$ cat src/rtl/ram1p_initiator.sv
// Request/response front end for a single-port SRAM with 1-cycle read latency.
// Optionally zeroes the whole array after reset, then serves one read or
// write per cycle and stalls requests while a read response is back-pressured.
module ram1p_initiator #(
    parameter int DEPTH = 64,
    parameter int WIDTH = 44,
    parameter bit CLEAR_ON_RESET = 1'b1,
    localparam int NB = (WIDTH - 1) / 8 + 1,
    localparam int AW = $clog2(DEPTH)
) (
    input  logic             clk,
    input  logic             reset,
    // request channel
    input  logic             ReqValid,
    output logic             ReqReady,
    input  logic             ReqWrite,
    input  logic [AW-1:0]    ReqAdr,
    input  logic [WIDTH-1:0] ReqData,
    input  logic [NB-1:0]    ReqByteMask,
    // read-response channel
    output logic             RspValid,
    input  logic             RspReady,
    output logic [WIDTH-1:0] RspData,
    output logic             Busy,
    // SRAM port
    output logic             ce,
    output logic [AW-1:0]    addr,
    output logic [WIDTH-1:0] din,
    output logic             we,
    output logic [NB-1:0]    bwe,
    input  logic [WIDTH-1:0] dout
);

    typedef enum logic [1:0] {
        CLEAR,
        READY,
        RSPWAIT
    } state_t;

    state_t        state;
    logic [AW-1:0] counter;
    logic          accept;

    // The SRAM holds dout until the next ce cycle, so the response data is
    // taken straight from it; every stall path keeps ce low.
    assign RspData = dout;

    // Request handshake: only in READY, and only if the response slot frees up.
    always_comb begin
        ReqReady = ~reset & (state == READY) & (~RspValid | RspReady);
        accept   = ReqValid & ReqReady;
    end

    // SRAM port drive: clear sweep, accepted request, or idle.
    always_comb begin
        ce   = 1'b0;
        we   = 1'b0;
        addr = ReqAdr;
        din  = ReqData;
        bwe  = '1;
        if (!reset && state == CLEAR) begin
            ce   = 1'b1;
            we   = 1'b1;
            addr = counter;
            din  = '0;
            bwe  = '1;
        end else if (accept) begin
            ce  = 1'b1;
            we  = ReqWrite;
            bwe = ReqWrite ? ReqByteMask : '1;
        end
    end

    // Control FSM with registered Busy and RspValid.
    always_ff @(posedge clk) begin
        if (reset) begin
            state    <= CLEAR_ON_RESET ? CLEAR : READY;
            counter  <= '0;
            RspValid <= 1'b0;
            Busy     <= CLEAR_ON_RESET;
        end else begin
            case (state)
                CLEAR: begin
                    counter <= counter + 1'b1;
                    if (counter == AW'(DEPTH - 1)) begin
                        state   <= READY;
                        Busy    <= 1'b0;
                        counter <= '0;
                    end
                end
                READY: begin
                    if (accept) begin
                        // A consumed response may be replaced in the same cycle.
                        RspValid <= ~ReqWrite;
                    end else if (RspValid && RspReady) begin
                        RspValid <= 1'b0;
                    end else if (RspValid && !RspReady) begin
                        state <= RSPWAIT;
                    end
                end
                RSPWAIT: begin
                    if (RspReady) begin
                        RspValid <= 1'b0;
                        state    <= READY;
                    end
                end
                default: begin
                    state    <= CLEAR_ON_RESET ? CLEAR : READY;
                    counter  <= '0;
                    RspValid <= 1'b0;
                    Busy     <= CLEAR_ON_RESET;
                end
            endcase
        end
    end

endmodule

$ cat config.mk
export PLATFORM = sky130hd
export DESIGN_NAME = ram1p_initiator
export DESIGN_NICKNAME = d
export VERILOG_FILES = /design/src/rtl/ram1p_initiator.sv
export SDC_FILE = /design/constraint.sdc
export NUM_CORES = 1
export LEC_CHECK = 0
export CAP_MARGIN = 10
export CORE_AREA = 2 2 80 82
export DETAILED_ROUTE_END_ITERATION = 10
export DIE_AREA = 0 0 82 84
export DONT_BUFFER_PORTS = 1
export GPL_TIMING_DRIVEN = 0
export SYNTH_ARGS = -nofsm -noshare
export SYNTH_HDL_FRONTEND = slang
export SYNTH_SLANG_ARGS = --single-unit
export TNS_END_PERCENT = 1
$ cat constraint.sdc
create_clock -name clk -period 3.8 [get_ports clk]
set_clock_uncertainty 0.05 [all_clocks]
set_input_delay 0.76 -clock clk [delete_from_list [all_inputs] [get_ports clk]]
set_output_delay 0.76 -clock clk [all_outputs]
set_load 0.005 [all_outputs]
Word-level counts from Yosys, hierarchy flattened
Cells that the tools add are included.
{"block": "totals", "register_bits": 10, "in_bits": 105, "out_inout_bits": 105, "word_cells": 56}
{"block": "op_classes", "addsub": 1, "n_eq_ne": 9, "n_mux": 23, "n_bitwise": 9, "n_reduce_logical": 10}
{"cell": "44-bit 2-to-1 mux", "n": 1}
{"cell": "6-bit 2-to-1 mux", "n": 5}
{"cell": "6-bit one-hot mux with 2 select lines", "n": 1}
{"cell": "2-bit 2-to-1 mux", "n": 5}
{"cell": "1-bit 2-to-1 mux", "n": 8}
{"cell": "6-bit by 1-bit adder with 6-bit output, second input constant", "n": 1}
{"cell": "6-bit equality test, second input constant", "n": 1}
{"cell": "2-bit inequality test, second input constant", "n": 3}
{"cell": "2-bit one-hot mux with 3 select lines", "n": 1}
{"cell": "1-bit NOT", "n": 5}
{"cell": "5-bit AND reduction", "n": 1}
{"cell": "2-bit by 1-bit inequality test with 1-bit output, second input constant", "n": 2}
{"cell": "1-bit AND", "n": 3}
{"cell": "1-bit logical AND", "n": 3}
{"cell": "3-bit by 2-bit inequality test with 1-bit output, second input constant", "n": 1}
{"cell": "1-bit one-hot mux with 3 select lines", "n": 1}
{"cell": "3-bit AND reduction", "n": 1}
{"cell": "2-bit by 1-bit equality test with 1-bit output, second input constant", "n": 1}
{"cell": "2-bit equality test, second input constant", "n": 1}
{"cell": "1-bit logical NOT", "n": 2}
{"cell": "2-bit logical NOT", "n": 1}
{"cell": "1-bit one-hot mux with 2 select lines", "n": 1}
{"cell": "2-bit AND reduction", "n": 1}
{"cell": "2-bit OR reduction", "n": 1}
{"cell": "1-bit bitwise OR", "n": 1}

Logic depth before layout (Yosys ltp)
{"block": "depth", "depth_word": 6, "depth_mapped": 7}

Least setup slack after synthesis
Ideal clock, no wire load.
{"block": "synth_timing", "kind": "input port to output port", "startpoint": "input ReqValid", "endpoint": "output bwe[0]", "arrival_time_ns": 1.441, "required_time_ns": 2.990, "slack_ns": 1.549, "stages": 3, "path_buffers": 0, "path_cell_list": "nor2b_1 > nand4_1 > or3_1"}
{"block": "synth_between", "elab_chain_len": 3}
{"element": "start: declaration", "line_no": "14", "text": "input logic ReqValid,"}
{"element": "1-bit AND", "line_no": "51", "text": "accept = ReqValid & ReqReady;"}
{"element": "6-bit 2-to-1 mux", "line_no": "67", "text": "end else if (accept) begin"}
{"element": "6-bit 2-to-1 mux", "line_no": "61", "text": "if (!reset && state == CLEAR) begin"}
{"element": "end: declaration", "line_no": "30", "text": "output logic [NB-1:0] bwe,"}
No other way between the ends.

Worst setup path after layout
{"block": "layout_timing", "startpoint": "register state[0]", "endpoint": "output bwe[4]"}
{"block": "layout_between", "elab_chain_len": 6, "elab_cells_between_ends": 8, "classes_between": "eq/ne (1); mux (2); bitwise (3); reduce/logical (2)"}
{"element": "start: declaration", "line_no": "40", "text": "state_t state;"}
{"element": "start signal: assignment", "line_no": "77", "text": "state <= CLEAR_ON_RESET ? CLEAR : READY;"}
{"element": "start signal: assignment", "line_no": "108", "text": "state <= CLEAR_ON_RESET ? CLEAR : READY;"}
{"element": "2-bit by 1-bit equality test with 1-bit output", "line_no": "50", "text": "ReqReady = ~reset & (state == READY) & (~RspValid | RspReady);"}
{"element": "1-bit AND (2 in series)", "line_no": "50"}
{"element": "1-bit AND", "line_no": "51"}
{"element": "6-bit 2-to-1 mux", "line_no": "67"}
{"element": "6-bit 2-to-1 mux *", "line_no": "61"}
Every way passes the cells marked *; elsewhere a longest branch is shown, timed or not.

==> out/qor.txt <==
outcome -> completed
met2 WL -> 2370 um
initial antenna violation count -> 1
area of the die -> 6890 um2
DRT Pass-1 Iters -> 4
Max Root-Sink Buffers -> 2
DR WL/cell -> 17.2 um
drt initial violations -> 12
Num Clock Sinks -> 10
setup_tns -> 0 ns
largest delay contributor family on the critical path -> simple AND/OR/NAND/NOR gates
count leader, synth -> nor2b_1
Overflow after GRT -> 0
Final Hold Viols -> 0
row cnt -> 29
Max Slew Vio Count -> 0
critical-path maximum fanout -> 10
design area -> 1530 um2
metal1 wirelength -> 1480 um
top cell type's share of synthesized area -> 24.9%
vias in the first global route -> 1,080
Max-Cap Viols -> 0
Die Ht -> 84 um
CP Launch Type -> flip-flop
Post-CTS Hold Fix Bufs -> 0
Starting Density -> 22.8%
postcts setup bufs -> 0
post-synthesis sequential area ratio -> 14.4%
Via density -> 4.56
top cell type by total area after synthesis -> buf_4
post_cts resized -> 0
Synth top cells by count -> nor2b_1 (48), buf_4 (46), nand2_1 (21), dfxtp_1 (10), nor2_1 (7)
hold crit path type -> flip-flop to flip-flop
Synth cell types -> 33
top routing layer in use -> met3
Post-synth EDFFs -> 0
Met3 Wirelength -> 826 um
GPL Wtd Cong -> 0.836
Peak VDD IR -> 0.222 mV
Worst Path Arrival -> 1.79 ns
Synth Cell Area -> 1390 um2
critical path capture point type -> output pin
#FFs+latches synth -> 10
Syn Inst Count -> 191
Async SR Flop Fraction -> 0%
drt drc -> 0
final worst-path cycle share -> 68.3%
CP required -> 2.99 ns
minimum clock period after layout -> 2.60 ns
Num CTS Buffers -> 3
synthesis-to-finish area growth -> 10.1%
final setup violation count -> 0
CTS tree -> yes
CP Buf/Inv Count -> 3
Mean Syn Cell Area -> 7.26 um2
Net Count, Synth -> 302
first-pass GRT wire length -> 6290 um
Die Wd -> 82 um
largest net degree at the start of global routing -> 11
clock root buffer -> clkbuf_8
Clock Latency Late Sink -> 0.23 ns
total global-route track usage -> 12.2%
antenna viol nets, final -> 0
Core Region -> 6100 um2
clock slew at reported path FFs -> 0.04 ns
worst slew pin tran -> 0.367 ns
IO Pins -> 210
port buffer count -> 0
top cells by area, synth -> buf_4 (25%), nor2b_1 (22%), dfxtp_1 (14%), nand2_1 (5.7%), ha_1 (5.4%)
CTS H-Tree Depth -> 1
routed vias -> 1,241
relative slew slack -> 75.5%
Leakage -> 0.652 nW
Max stage delay on crit path -> 0.38 ns
Max Freq -> 385 MHz
nets -> 307
HPWL Detailed -> 4130 um
crit path max-delay cell type -> dfxtp_1
final WL -> 4670 um
Synth Warn # -> 0
PD cells -> 206 nW/um2
layout cells sized above 1 -> 30.9%
placed inst area -> 1480 um2
RSZ-0062 raised after global routing -> no
kind of critical path -> flip-flop to output pin
worst-path cell chain -> inv_1 > ha_1 > nor2b_1 > buf_4 > buf_6 > or3_1
prevailing post-synth register cell -> dfxtp_1
## cells by family after synthesis
kind of cell / after synthesis / share of synthesized area, %
flops: 10 / 14.4
mux: 2 / 1.44
fa+ha+maj: 6 / 5.41
simple gates: 96 / 40.1
xor+xnor: 2 / 1.26
compound gates: 17 / 7.67
buf+inv: 58 / 29.7
## flip-flops by register name (all words and copies together) (netlist names)
| name | flops |
|---|---|
| RspValid | 1 |
| state | 2 |
| Busy | 1 |
| counter | 6 |
## layout make-up
| type | count | area, um2 |
|---|---|---|
| multi-input combinational | 123 | 776 |
| buffer | 53 | 393 |
| clock buffer | 3 | 41.3 |
| inverter | 5 | 18.8 |
| sequential | 10 | 200 |
| antenna | 1 | 2.50 |
| tap | 77 | 96.3 |
| fill | 699 | 4570 |
## layer usage
layer	GRT usage, %	vias up
met2	20.4	94
li1	-	582
met1	13.4	565
met4	0.909	0
met5	0	-
met3	8.01	0
## per-stage QoR
stage	std cells	hold slack [ns]	worst slack (ns)	power, mW	utilization (%)
floorplan	191	0.415	1.55	0.197	-
global placement	268	0.443	1.24	0.211	24.3
detailed placement	268	0.448	1.23	0.212	24.3
CTS	271	0.456	1.18	0.321	25.0
global route	272	0.482	1.04	0.336	25.1
finish	272	0.450	1.20	0.314	25.1
## final timing paths
path	startpoint	to	slack [ns]	cells after the start
setup / recovery	state[0]$_SDFFE_PP0P_	bwe[4]	1.20	6
hold / removal	counter[1]$_SDFFE_PP0P_	counter[1]$_SDFFE_PP0P_	0.45	2
setup reg to reg	state[0]$_SDFFE_PP0P_	counter[2]$_SDFFE_PP0P_	2.12	6
hold reg to reg	counter[1]$_SDFFE_PP0P_	counter[1]$_SDFFE_PP0P_	0.45	2
## worst register-to-register path: stages (launching register included)
cell and delay, ns:
dfxtp_1 0.38, inv_1 0.10, ha_1 0.31, buf_6 0.14, nand2b_4 0.14, or3b_1 0.37, a21oi_1 0.14
## where the power goes
| part | internal, mW | switching, mW |
|---|---|---|
| logic | 0.0513 | 0.0455 |
| clock network | 0.0690 | 0.0375 |
| registers | 0.108 | 0.00296 |
## cell usage in the layout (no fill, tap or decap), types with 3 or more instances in the layout
master,count
inv_1,5
nor2b_1,48
dfxtp_1,10
nor2_1,7
o21ai_0,4
nand2_1,21
ha_1,6
buf_2,5
or3_1,6
a21oi_1,4
clkbuf_8,3
buf_4,46
Power figures use the tool's default switching activity.
